$ cat src/rtl/sga_pkg.sv
// Shared definitions for the Snake Game Arcade datapath: direction codes,
// engine FSM state encodings and a direction helper.
package sga_pkg;

  typedef enum logic [1:0] {
    DIR_RIGHT = 2'b00,
    DIR_DOWN  = 2'b01,
    DIR_UP    = 2'b10,
    DIR_LEFT  = 2'b11
  } dir_t;

  typedef enum logic [2:0] {
    ST_IDLE   = 3'd0,
    ST_CHECK  = 3'd1,
    ST_SCAN   = 3'd2,
    ST_COMMIT = 3'd3,
    ST_HALT   = 3'd4
  } state_t;

  // Opposite direction: the codes are arranged so inverting both bits reverses.
  function automatic logic [1:0] dir_reverse(input logic [1:0] d);
    return d ^ 2'b11;
  endfunction

endpackage

$ cat src/rtl/sga_body_ram.sv
// Snake body store: circular buffer of {x,y} cells addressed relative to the head
// pointer (index 0 = head). One synchronous push port, two combinational read ports.
module sga_body_ram
  import sga_pkg::*;
#(
  parameter int X_BITS  = 2,
  parameter int Y_BITS  = 2,
  parameter int LB      = 4,
  parameter int START_X = 0,
  parameter int START_Y = 0
) (
  input  logic              clock,
  input  logic              restart,
  input  logic              clear,
  input  logic              push,
  input  logic [X_BITS-1:0] wr_x,
  input  logic [Y_BITS-1:0] wr_y,
  input  logic [LB-1:0]     scan_idx,
  output logic [X_BITS-1:0] scan_x,
  output logic [Y_BITS-1:0] scan_y,
  input  logic [LB-1:0]     rd_idx,
  output logic [X_BITS-1:0] rd_x,
  output logic [Y_BITS-1:0] rd_y
);

  localparam int DEPTH = 2 ** LB;
  localparam int W     = X_BITS + Y_BITS;
  localparam logic [W-1:0]  START_XY = {X_BITS'(START_X), Y_BITS'(START_Y)};
  localparam logic [LB-1:0] PTR_ONE  = LB'(1);

  logic [W-1:0]  mem [DEPTH];
  logic [LB-1:0] ptr;
  logic [LB-1:0] ptr_next;
  logic [LB-1:0] scan_addr;
  logic [LB-1:0] rd_addr;

  assign ptr_next  = ptr + PTR_ONE;
  assign scan_addr = ptr - scan_idx;
  assign rd_addr   = ptr - rd_idx;

  // Reset/clear park the single-segment body at the start cell in slot 0.
  always_ff @(posedge clock or posedge restart) begin
    if (restart) begin
      ptr <= '0;
      for (int i = 0; i < DEPTH; i++) begin
        mem[i] <= START_XY;
      end
    end else if (clear) begin
      ptr    <= '0;
      mem[0] <= START_XY;
    end else if (push) begin
      ptr           <= ptr_next;
      mem[ptr_next] <= {wr_x, wr_y};
    end
  end

  assign {scan_x, scan_y} = mem[scan_addr];
  assign {rd_x, rd_y}     = mem[rd_addr];

endmodule

$ cat src/rtl/sga_snake_engine.sv
// Snake body engine: per-step next-head, wall/self collision scan, apple growth and win.
// Build option SGA_WRAP_EN: coordinates wrap at the grid edge and wall_hit never rises.
module sga_snake_engine
  import sga_pkg::*;
#(
  parameter int X_BITS  = 2,
  parameter int Y_BITS  = 2,
  parameter int MAX_LEN = 16,
  parameter int START_X = 0,
  parameter int START_Y = 0
) (
  input  logic                       clock,
  input  logic                       restart,
  input  logic                       init,
  input  logic                       step_valid,
  output logic                       step_ready,
  input  logic [1:0]                 dir_in,
  input  logic [X_BITS-1:0]          apple_x,
  input  logic [Y_BITS-1:0]          apple_y,
  input  logic [$clog2(MAX_LEN)-1:0] rd_idx,
  output logic [X_BITS-1:0]          rd_x,
  output logic [Y_BITS-1:0]          rd_y,
  output logic [X_BITS-1:0]          head_x,
  output logic [Y_BITS-1:0]          head_y,
  output logic [$clog2(MAX_LEN):0]   length,
  output logic [1:0]                 cur_dir,
  output logic                       done,
  output logic                       ate,
  output logic                       wall_hit,
  output logic                       self_hit,
  output logic                       won
);

  localparam int LB = $clog2(MAX_LEN);
  localparam logic [LB:0]     LEN_ONE     = (LB+1)'(1);
  localparam logic [LB:0]     LEN_PRE_WIN = (LB+1)'(MAX_LEN - 1);
  localparam logic [LB-1:0]   IDX_ONE     = LB'(1);
  localparam logic [X_BITS:0] X_ONE       = (X_BITS+1)'(1);
  localparam logic [Y_BITS:0] Y_ONE       = (Y_BITS+1)'(1);

  state_t            state;
  logic [1:0]        step_dir;
  logic [X_BITS-1:0] nxt_x;
  logic [Y_BITS-1:0] nxt_y;
  logic              eat_pend;
  logic              wall_pend;
  logic [LB-1:0]     idx;

  logic [X_BITS:0]   nx_ext;
  logic [Y_BITS:0]   ny_ext;
  logic              wall_now;
  logic [1:0]        eff_dir;
  logic [X_BITS-1:0] scan_x;
  logic [Y_BITS-1:0] scan_y;
  logic              scan_tail;
  logic              scan_match;
  logic              self_match;
  logic              push;

  assign push = (state == ST_COMMIT) && !init;

  sga_body_ram #(
    .X_BITS (X_BITS),
    .Y_BITS (Y_BITS),
    .LB     (LB),
    .START_X(START_X),
    .START_Y(START_Y)
  ) u_body (
    .clock   (clock),
    .restart (restart),
    .clear   (init),
    .push    (push),
    .wr_x    (nxt_x),
    .wr_y    (nxt_y),
    .scan_idx(idx),
    .scan_x  (scan_x),
    .scan_y  (scan_y),
    .rd_idx  (rd_idx),
    .rd_x    (rd_x),
    .rd_y    (rd_y)
  );

  // One extra bit on each axis exposes both underflow and overflow as the MSB.
  always_comb begin
    nx_ext = {1'b0, head_x};
    ny_ext = {1'b0, head_y};
    case (step_dir)
      DIR_RIGHT: nx_ext = {1'b0, head_x} + X_ONE;
      DIR_DOWN:  ny_ext = {1'b0, head_y} + Y_ONE;
      DIR_UP:    ny_ext = {1'b0, head_y} - Y_ONE;
      DIR_LEFT:  nx_ext = {1'b0, head_x} - X_ONE;
      default:   nx_ext = {1'b0, head_x};
    endcase
  end

`ifdef SGA_WRAP_EN
  assign wall_now = 1'b0;
`else
  assign wall_now = nx_ext[X_BITS] | ny_ext[Y_BITS];
`endif

  assign eff_dir = ((length != LEN_ONE) && (dir_in == dir_reverse(cur_dir))) ? cur_dir : dir_in;

  // The tail cell is vacated by a non-eating move, so it only collides when growing.
  assign scan_tail  = ({1'b0, idx} == (length - LEN_ONE));
  assign scan_match = (scan_x == nxt_x) && (scan_y == nxt_y);
  assign self_match = scan_match && (!scan_tail || eat_pend);

  // Step FSM with registered status outputs; init overrides any in-flight step.
  always_ff @(posedge clock or posedge restart) begin
    if (restart) begin
      state      <= ST_IDLE;
      step_ready <= 1'b1;
      step_dir   <= 2'b00;
      nxt_x      <= '0;
      nxt_y      <= '0;
      eat_pend   <= 1'b0;
      wall_pend  <= 1'b0;
      idx        <= '0;
      head_x     <= X_BITS'(START_X);
      head_y     <= Y_BITS'(START_Y);
      length     <= LEN_ONE;
      cur_dir    <= 2'b00;
      done       <= 1'b0;
      ate        <= 1'b0;
      wall_hit   <= 1'b0;
      self_hit   <= 1'b0;
      won        <= 1'b0;
    end else if (init) begin
      state      <= ST_IDLE;
      step_ready <= 1'b1;
      step_dir   <= 2'b00;
      eat_pend   <= 1'b0;
      wall_pend  <= 1'b0;
      idx        <= '0;
      head_x     <= X_BITS'(START_X);
      head_y     <= Y_BITS'(START_Y);
      length     <= LEN_ONE;
      cur_dir    <= 2'b00;
      done       <= 1'b0;
      ate        <= 1'b0;
      wall_hit   <= 1'b0;
      self_hit   <= 1'b0;
      won        <= 1'b0;
    end else begin
      done <= 1'b0;
      ate  <= 1'b0;
      case (state)
        ST_IDLE: begin
          if (step_valid) begin
            step_dir   <= eff_dir;
            step_ready <= 1'b0;
            state      <= ST_CHECK;
          end
        end
        ST_CHECK: begin
          nxt_x     <= nx_ext[X_BITS-1:0];
          nxt_y     <= ny_ext[Y_BITS-1:0];
          wall_pend <= wall_now;
          eat_pend  <= (nx_ext[X_BITS-1:0] == apple_x) && (ny_ext[Y_BITS-1:0] == apple_y);
          idx       <= '0;
          state     <= ST_SCAN;
        end
        ST_SCAN: begin
          if (wall_pend) begin
            wall_hit <= 1'b1;
            done     <= 1'b1;
            state    <= ST_HALT;
          end else if (self_match) begin
            self_hit <= 1'b1;
            done     <= 1'b1;
            state    <= ST_HALT;
          end else if (scan_tail) begin
            state <= ST_COMMIT;
          end else begin
            idx <= idx + IDX_ONE;
          end
        end
        ST_COMMIT: begin
          head_x  <= nxt_x;
          head_y  <= nxt_y;
          cur_dir <= step_dir;
          done    <= 1'b1;
          ate     <= eat_pend;
          if (eat_pend) begin
            length <= length + LEN_ONE;
          end
          if (eat_pend && (length == LEN_PRE_WIN)) begin
            won   <= 1'b1;
            state <= ST_HALT;
          end else begin
            step_ready <= 1'b1;
            state      <= ST_IDLE;
          end
        end
        ST_HALT: begin
          state <= ST_HALT;
        end
        default: begin
          step_ready <= 1'b1;
          state      <= ST_IDLE;
        end
      endcase
    end
  end

endmodule

$ cat config.mk
export PLATFORM = sky130hd
export DESIGN_NAME = sga_snake_engine
export DESIGN_NICKNAME = d
export VERILOG_FILES = /design/src/rtl/sga_pkg.sv /design/src/rtl/sga_body_ram.sv /design/src/rtl/sga_snake_engine.sv
export SDC_FILE = /design/constraint.sdc
export NUM_CORES = 1
export LEC_CHECK = 0
export CELL_PAD_IN_SITES_DETAIL_PLACEMENT = 0
export CELL_PAD_IN_SITES_GLOBAL_PLACEMENT = 2
export CORE_ASPECT_RATIO = 0.8
export CORE_MARGIN = 2
export CORE_UTILIZATION = 46
export DETAILED_ROUTE_END_ITERATION = 10
export PLACE_DENSITY = 0.85
export SYNTH_ARGS = -nofsm -noshare
export SYNTH_HDL_FRONTEND = slang
export SYNTH_HIERARCHICAL = 1
export SYNTH_SLANG_ARGS = --single-unit
$ cat constraint.sdc
create_clock -name clock -period 9.5 [get_ports clock]
set_input_delay 2.375 -clock clock [delete_from_list [all_inputs] [get_ports clock]]
set_output_delay 2.375 -clock clock [all_outputs]
set_load 0.02 [all_outputs]
==> PnR_summary.wiki, run 1 <==
{| class="wikitable"
! Metric !! Value
|-
| H-tree level count || 3
|-
| Run status || completed
|-
| CTS clk-pin slew, worst paths || 70 ps
|-
| Unrepaired setup endpoints after global routing || no
|-
| Half-perimeter wire length after detailed placement || 9.802 mm
|-
| Max Slew Vio Count || 0
|-
| Clock buffer count from CTS || 9
|-
| Quantity of gates resized following cts || 0
|-
| CTS tree || done
|-
| Die ar. || 0.01444 mm²
|-
| Tot GR Track Use || 0.2098
|-
| Clock latency of the later-clocked register in the worst-skew pair || 360 ps
|-
| Arrival time of data at the critical path endpoint || 5550 ps
|-
| Maximum vdd drop || 0.00009897 V
|-
| Wire per inst || 19.91 µm
|-
| Signed area change from the synthesized netlist to the final layout || 11.88%
|-
| Sequential group share of total power || 0.506
|-
| Worst setup slack after placement || 1598 ps
|-
| Final Worst Setup Slack || 1575 ps
|-
| Slowest-stage cell, CP || fa_1
|-
| Routed via count divided by cell count || 5.813
|-
| Type of the worst min-delay path || flop to flop
|-
| Synthesized net count || 529
|-
| Switching power || 0.3000 mW
|-
| Leakage || 3.090 nW
|-
| Slew at the pin closest to its max-slew limit || 1197 ps
|-
| Number of flops mapped to enable cells by yosys || 0
|-
| Post-Synthesis Mean Instance Area || 12.59 µm²
|-
| Power density normalized to cell area || 141.9 mW/mm²
|-
| Period utilization || 0.8342
|-
| CP Max Fanout || 16
|-
| Number of top-level design ports || 35
|-
| Total chip power || 0.9854 mW
|-
| Max stage delay on crit path || 1060 ps
|-
| Final Net Count || 551
|-
| Initial antenna violation count || 0
|-
| Combinational group share of total power || 0.126
|-
| Area of all placed cells without fillers || 0.006943 mm²
|-
| Data required time at the worst endpoint || 7130 ps
|-
| Count of buffer and inverter cells on the critical path || 3
|-
| Proportion of layout cells with a drive suffix above 1 || 0.2788
|-
| Yosys cell types || 66
|-
| Pin count of the biggest net entering global routing || 69
|-
| Worst clock skew || 7.731 ps
|-
| Pint || 0.6854 mW
|-
| Cell types with the largest area share after synthesis || dfrtp_1 40%, mux4_2 12%, mux2_2 9.8%
|-
| Die outline height || 107.9 µm
|-
| Antenna Violating Nets Remaining || 0
|-
| Slew Limit Headroom || 0.1996
|-
| Final Hold Violating Endpoints || 0
|-
| Routed via count || 4040
|-
| Routability Congestion || 0.7975
|-
| Starting utilization of the core area || 0.4771
|-
| # Max-Cap Violations || 0
|-
| Global route total overflow || 0
|-
| Cell-by-cell trace of the critical path || clkdlybuf4s50_1 -> ha_1 -> inv_1 -> fa_1 -> mux4_2 -> mux2i_1 -> mux2i_1 -> clkdlybuf4s50_1
|-
| Cell area after synthesis || 0.006206 mm²
|-
| Number of sinks driven by the clock tree || 100
|-
| Clock root cell || clkbuf_16
|-
| Area share of the largest cell type after synthesis || 0.3952
|-
| Async S/R FF share, synth || 1.000
|-
| DR DRC count || 0
|-
| Leading area contributor after synthesis || dfrtp_1
|-
| Accumulated negative setup slack || 0 ps
|-
| Antenna Diode Count || 0
|-
| Clock Tree Buf Depth || 2
|-
| Cell count after synthesis || 493
|-
| Highest clock frequency the design can meet || 126.2 MHz
|-
| R2R setup slack || 5010 ps
|-
| Kind of start point of the critical path || input pin
|-
| Die Span X || 133.9 µm
|-
| Input/output buffers || 34
|-
| Hold-fix buffers, CTS || 0
|-
| Final critical-path required period || 7925 ps
|-
| Yosys warning count || 6
|-
| Family with the most delay on the worst path || adder cells
|-
| Filler cells || 1122
|-
| Iteration-0 DRC Markers || 316
|-
| Std cell rows || 37
|-
| Clock Power Share || 0.368
|-
| Setup Crit Path Kind || input pin to output pin
|-
| Final wirelength || 13.84 mm
|-
| Post-synthesis sequential area ratio || 0.4036
|-
| Via count of the first global-routing pass || 4046
|-
| Number of optimization iterations in the first detailed-route pass || 5
|-
| Post-CTS setup-driven buffer insertion count || 0
|-
| Post-detailed-placement cell area || 0.006648 mm²
|-
| Endpoint type of the worst setup path || output pin
|-
| Most used DFF post-synth || dfrtp_1
|-
| Switching portion of total power || 0.3044
|-
| Core Area || 0.01301 mm²
|-
| Yosys reg bits || 100
|-
| Global-route wire length before repair || 22.79 mm
|-
| Number of setup violations in the final report || 0
|}
-- metrics by stage --
stage	hold slack [ps]	instances	utilization
finish	508.4	695	0.5337
global route	534.4	695	0.5337
CTS	509.0	695	0.5337
detailed placement	491.3	679	0.5110
global placement	481.7	679	0.5110
floorplan	471.0	493	-
-- cell usage in the layout, fill, tap and decap left out, drive strengths merged, types with 3 or more instances in the layout --
cell type,netlist,layout
buf,18,3
nand3,7,7
mux2i,41,41
a21o,3,3
nor2,48,48
and3,3,3
a21oi,19,19
fa,4,4
clkinvlp,0,3
a31oi,3,3
nand4,4,4
nand2,19,19
nor4,5,5
o21a,3,3
mux2,61,61
nor3,6,6
mux4,32,32
a31o,3,3
a211oi,4,4
xnor2,15,15
dfrtp,98,98
inv,20,22
clkbuf,8,9
nor2b,3,3
ha,18,18
clkdlybuf4s50,0,34
nand3b,5,5
xor2,18,18
-- tightest hold or removal path, delay by kind of cell, from the launching register on --
kind,cells,cell delay [ps]
flops,1,350
simple gates,2,120
-- final timing paths --
kind                                            from                         end  depth (start not counted)
min in group asynchronous                    restart       head_x[0]$_DFFE_PP0P_                          3
hold reg to reg                      won$_DFFE_PP0P_             won$_DFFE_PP0P_                          2
setup / recovery                           rd_idx[0]                     rd_y[1]                          8
hold / removal                       won$_DFFE_PP0P_             won$_DFFE_PP0P_                          2
setup reg to reg           u_body/ptr[0]$_DFFE_PP0P_          idx[3]$_DFFE_PP0P_                         12
max in group asynchronous                    restart  u_body/mem[39]$_DFFE_PP0P_                          3
-- kinds of logic after synthesis --
group,Yosys count,synth area share
multiplexers,134,0.2954
adder cells (fa/ha/maj),22,0.04919
buffers and inverters,46,0.03468
AO/OA/AOI/OAI,49,0.06855
flip-flops,100,0.4036
XOR/XNOR,33,0.04657
AND/OR/NAND/NOR,109,0.1020
-- power groups by stage --
stage               clock (mW)  sequential [mW]  combinational, mW
finish                   0.363            0.499              0.124
global placement             0            0.507              0.122
global route             0.393            0.506              0.137
floorplan                    0            0.474              0.110
detailed placement           0            0.509              0.124
CTS                      0.373            0.500              0.125
-- metal layers --
layer	wire length, µm	part of all wire	up-vias	global-route usage
li1	-	-	1844	-
met1	6888	0.50	2080	0.3200
met2	6000	0.43	102	0.2938
met3	818	0.059	14	0.05744
met4	133	0.0096	0	0.05091
met5	0	0	-	0
-- synthesized netlist by cell type, types with 2 or more instances --
master,instances
buf_2,10
dfstp_2,2
clkbuf_1,8
or2_2,2
nand3_4,3
nand4_1,4
xor2_1,18
nor3_1,6
nand3b_1,4
nor2_4,4
mux2_4,4
nand4b_1,2
a31o_1,3
a21o_1,3
a21oi_2,6
dfrtp_1,98
buf_6,3
mux2_2,54
and3_1,2
xnor2_1,15
fa_1,4
mux2i_1,41
buf_1,3
nand2_1,18
a211oi_1,3
nor2_1,43
buf_4,2
mux4_2,32
inv_1,19
nor4_1,4
nand3_1,4
a21oi_1,13
ha_1,18
a31oi_1,2
o21a_1,3
mux2_1,3
-- state kept, by name, indices dropped and copies added (netlist names), 3 cells and up --
| name | count |
|---|---|
| idx | 4 |
| length | 5 |
| u_body/ptr | 4 |
| state | 3 |
| u_body/mem | 64 |
-- area by class of cell --
class,instances,area [µm²],area share
clock buffer,9,225.2,0.03244
tap,175,219.0,0.03154
timing repair buffer,37,362.8,0.05226
sequential,100,2505,0.3608
multi-input combinational,347,3486,0.5021
inverter,20,75.07,0.01081
clock inverter,7,70.07,0.01009
No activity file was read; power rests on OpenSTA's default activity.
==> run 2, diff against run 1 <==
CORE_UTILIZATION = 42   (was 46)
PLACE_DENSITY = 0.79   (was 0.85)
clock period = 7.6 ns   (was 9.5 ns; I/O delays follow)
==> run 2 against run 1 <==
  * Utilization is 4.5 points lower
  * Critical endpoint unchanged
  * Sequential cell count stayed put
  * Register-to-register slack worse by 1800 ps
  * Worst setup slack worse by 770 ps
  * Wire length is 2.3% higher
  * Design area is 0.88% higher
  * Final cell count is 1.7% higher
  * Highest routed layer unchanged
==> PnR_summary.wiki, run 2 (same netlist as run 1, synthesis figures left out) <==
{| class="wikitable"
! Metric !! Value
|-
| Run status || completed
|-
| Slew at the pin closest to its max-slew limit || 1095 ps (-101.8 ps)
|-
| CTS tree || done
|-
| Antenna Diode Count || 0 (unchanged)
|-
| Std cell rows || 39 (+5.4%)
|-
| Power density normalized to cell area || 183.2 mW/mm² (+29%)
|-
| Endpoint type of the worst setup path || output pin
|-
| Routed via count divided by cell count || 5.711 (-1.7%)
|-
| Highest clock frequency the design can meet || 147.2 MHz
|-
| Max stage delay on crit path || 830 ps (-230 ps)
|-
| Setup Crit Path Kind || input pin to output pin
|-
| Family with the most delay on the worst path || buffers and inverters
|-
| Number of top-level design ports || 35 (unchanged)
|-
| Slowest-stage cell, CP || fa_1
|-
| Period utilization || 0.8938
|-
| Switching power || 0.3880 mW (+29%)
|-
| Post-detailed-placement cell area || 0.006681 mm² (+0.51%)
|-
| Kind of start point of the critical path || input pin
|-
| Filler cells || 1289 (+15%)
|-
| Final Hold Violating Endpoints || 0 (unchanged)
|-
| Pin count of the biggest net entering global routing || 69 (unchanged)
|-
| Clock Power Share || 0.389 (+0.021)
|-
| Footprint of the multi-input gates || 0.003486 mm² (unchanged)
|-
| H-tree level count || 3 (unchanged)
|-
| Final wirelength || 14.16 mm (+2.3%)
|-
| Die outline height || 112.7 µm (+4.5%)
|-
| Iteration-0 DRC Markers || 272 (-14%)
|-
| Worst clock skew || 7.262 ps (-0.4688 ps)
|-
| Routability Congestion || 0.8763 (+9.9%)
|-
| Signed area change from the synthesized netlist to the final layout || 12.86%
|-
| Type of the worst min-delay path || flop to flop
|-
| Via count of the first global-routing pass || 4132 (+2.1%)
|-
| Antenna Violating Nets Remaining || 0 (unchanged)
|-
| Highest-count cells in the layout ignoring fill and taps || 98 x dfrtp_1, 54 x mux2_2, 43 x nor2_1
|-
| Sequential group share of total power || 0.490 (-0.016)
|-
| Proportion of layout cells with a drive suffix above 1 || 0.2830 (+0.004137)
|-
| Global route total overflow || 0 (unchanged)
|-
| Flip-flop count of the largest register, all copies and words added || 64 (unchanged)
|-
| Area occupied by registers || 0.002505 mm² (unchanged)
|-
| Clock buffer count from CTS || 9 (unchanged)
|-
| # Max-Cap Violations || 0 (unchanged)
|-
| Leakage || 3.129 nW (+1.3%)
|-
| Number of optimization iterations in the first detailed-route pass || 4 (-1)
|-
| Clock latency of the later-clocked register in the worst-skew pair || 360 ps (about the same)
|-
| Register name with the most flops || u_body/mem
|-
| Max Slew Vio Count || 0 (unchanged)
|-
| Arrival time of data at the critical path endpoint || 4890 ps (-660 ps)
|-
| Clock Tree Buf Depth || 2 (unchanged)
|-
| Routed via count || 4038 (-0.050%)
|-
| Accumulated negative setup slack || 0 ps (unchanged)
|-
| Final critical-path required period || 6793 ps
|-
| Tot GR Track Use || 0.1917 (-0.01803)
|-
| Switching portion of total power || 0.3023 (-0.002133)
|-
| Die Span X || 139.9 µm (+4.5%)
|-
| Slew Limit Headroom || 0.2677 (+0.06811)
|-
| Core Area || 0.01435 mm² (+10%)
|-
| DR DRC count || 0 (unchanged)
|-
| Hold-fix buffers, CTS || 0 (unchanged)
|-
| Clock root cell || clkbuf_16
|-
| Final hold slack || 501.6 ps (-6.828 ps)
|-
| Unrepaired setup endpoints after global routing || no
|-
| Commonest non-fill, non-tap cell in the layout || dfrtp_1
|-
| Count of buffer and inverter cells on the critical path || 4 (+1)
|-
| Final Net Count || 554 (+0.54%)
|-
| Wire per inst || 20.03 µm (+0.59%)
|-
| Initial antenna violation count || 0 (unchanged)
|-
| Number of setup violations in the final report || 0 (unchanged)
|-
| Data required time at the worst endpoint || 5700 ps (-1430 ps)
|-
| Combinational group share of total power || 0.121 (-0.005)
|-
| Input/output buffers || 34 (unchanged)
|-
| Half-perimeter wire length after detailed placement || 10.16 mm (+3.6%)
|-
| Quantity of gates resized following cts || 0 (unchanged)
|-
| CTS clk-pin slew, worst paths || 70 ps (about the same)
|-
| Global-route wire length before repair || 23.42 mm (+2.8%)
|-
| Die ar. || 0.01577 mm² (+9.2%)
|-
| Registers with the most flip-flops || u_body/mem: 64 flops, length: 5 flops
|-
| Area of all placed cells without fillers || 0.007004 mm² (+0.88%)
|-
| Number of sinks driven by the clock tree || 100 (unchanged)
|-
| Pint || 0.8955 mW (+31%)
|-
| Maximum vdd drop || 0.0001368 V (+38%)
|-
| Post-CTS setup-driven buffer insertion count || 0 (unchanged)
|-
| CP Max Fanout || 9 (-7)
|-
| Cell-by-cell trace of the critical path || clkdlybuf4s50_1 -> ha_1 -> inv_1 -> fa_1 -> buf_4 -> mux4_2 -> mux2i_1 -> mux2i_1 -> clkdlybuf4s50_1
|-
| Starting utilization of the core area || 0.4326 (-0.04448)
|}
## run 2: final timing paths
kind,startpoint,end,slack [ps],cells after the start
max in group asynchronous,restart,u_body/mem[9]$_DFFE_PP0P_,4890,3
setup reg to reg,u_body/ptr[0]$_DFFE_PP0P_,idx[3]$_DFFE_PP0P_,3170,12
hold reg to reg,won$_DFFE_PP0P_,won$_DFFE_PP0P_,500,2
min in group asynchronous,restart,head_y[0]$_DFFE_PP0P_,1980,3
setup / recovery,rd_idx[0],rd_y[1],810,9
hold / removal,won$_DFFE_PP0P_,won$_DFFE_PP0P_,500,2
## run 2: power groups by stage
stage / combinational (mW) / sequential (mW) / clock, mW
after floorplan: 0.138 / 0.593 / 0
after global placement: 0.154 / 0.639 / 0
after detailed placement: 0.157 / 0.639 / 0
after CTS: 0.158 / 0.629 / 0.514
after global routing: 0.171 / 0.638 / 0.535
final: 0.155 / 0.629 / 0.499
## run 2: layout make-up
| class | count | area share |
|---|---|---|
| inverters | 20 | 0.01072 |
| clock buffers | 9 | 0.03215 |
| multi-input cells | 347 | 0.4977 |
| well taps | 184 | 0.03287 |
| flip-flops and latches | 100 | 0.3576 |
| repair buffers | 40 | 0.05502 |
| clock inverters | 7 | 0.01393 |
## run 2: worst register-to-register path: cells and delay by family, from the launching register on
family / cells / cell delay (ps)
flip-flops: 1 / 520
adder cells (fa/ha/maj): 2 / 1320
AO/OA/AOI/OAI: 2 / 420
XOR/XNOR: 1 / 200
multiplexers: 3 / 880
buffers and inverters: 2 / 290
AND/OR/NAND/NOR: 2 / 710
## run 2: routing by layer
| layer | up-vias | global-route usage | wire (µm) | part of all wire |
|---|---|---|---|---|
| met5 | - | 0 | 0 | 0 |
| li1 | 1846 | - | - | - |
| met3 | 6 | 0.04274 | 645 | 0.046 |
| met2 | 64 | 0.2846 | 6356 | 0.45 |
| met4 | 0 | 0.03333 | 86 | 0.0061 |
| met1 | 2122 | 0.2931 | 7074 | 0.50 |
## run 2: stage by stage
stage               instances    util  worst slack [ps]  power (mW)
finish                    707  0.4882             807.3       1.283
global route              707  0.4882             619.7       1.344
CTS                       707  0.4882             769.6       1.301
detailed placement        691  0.4657             782.8      0.7962
global placement          691  0.4657             864.5      0.7924
floorplan                 493       -              1916      0.7305
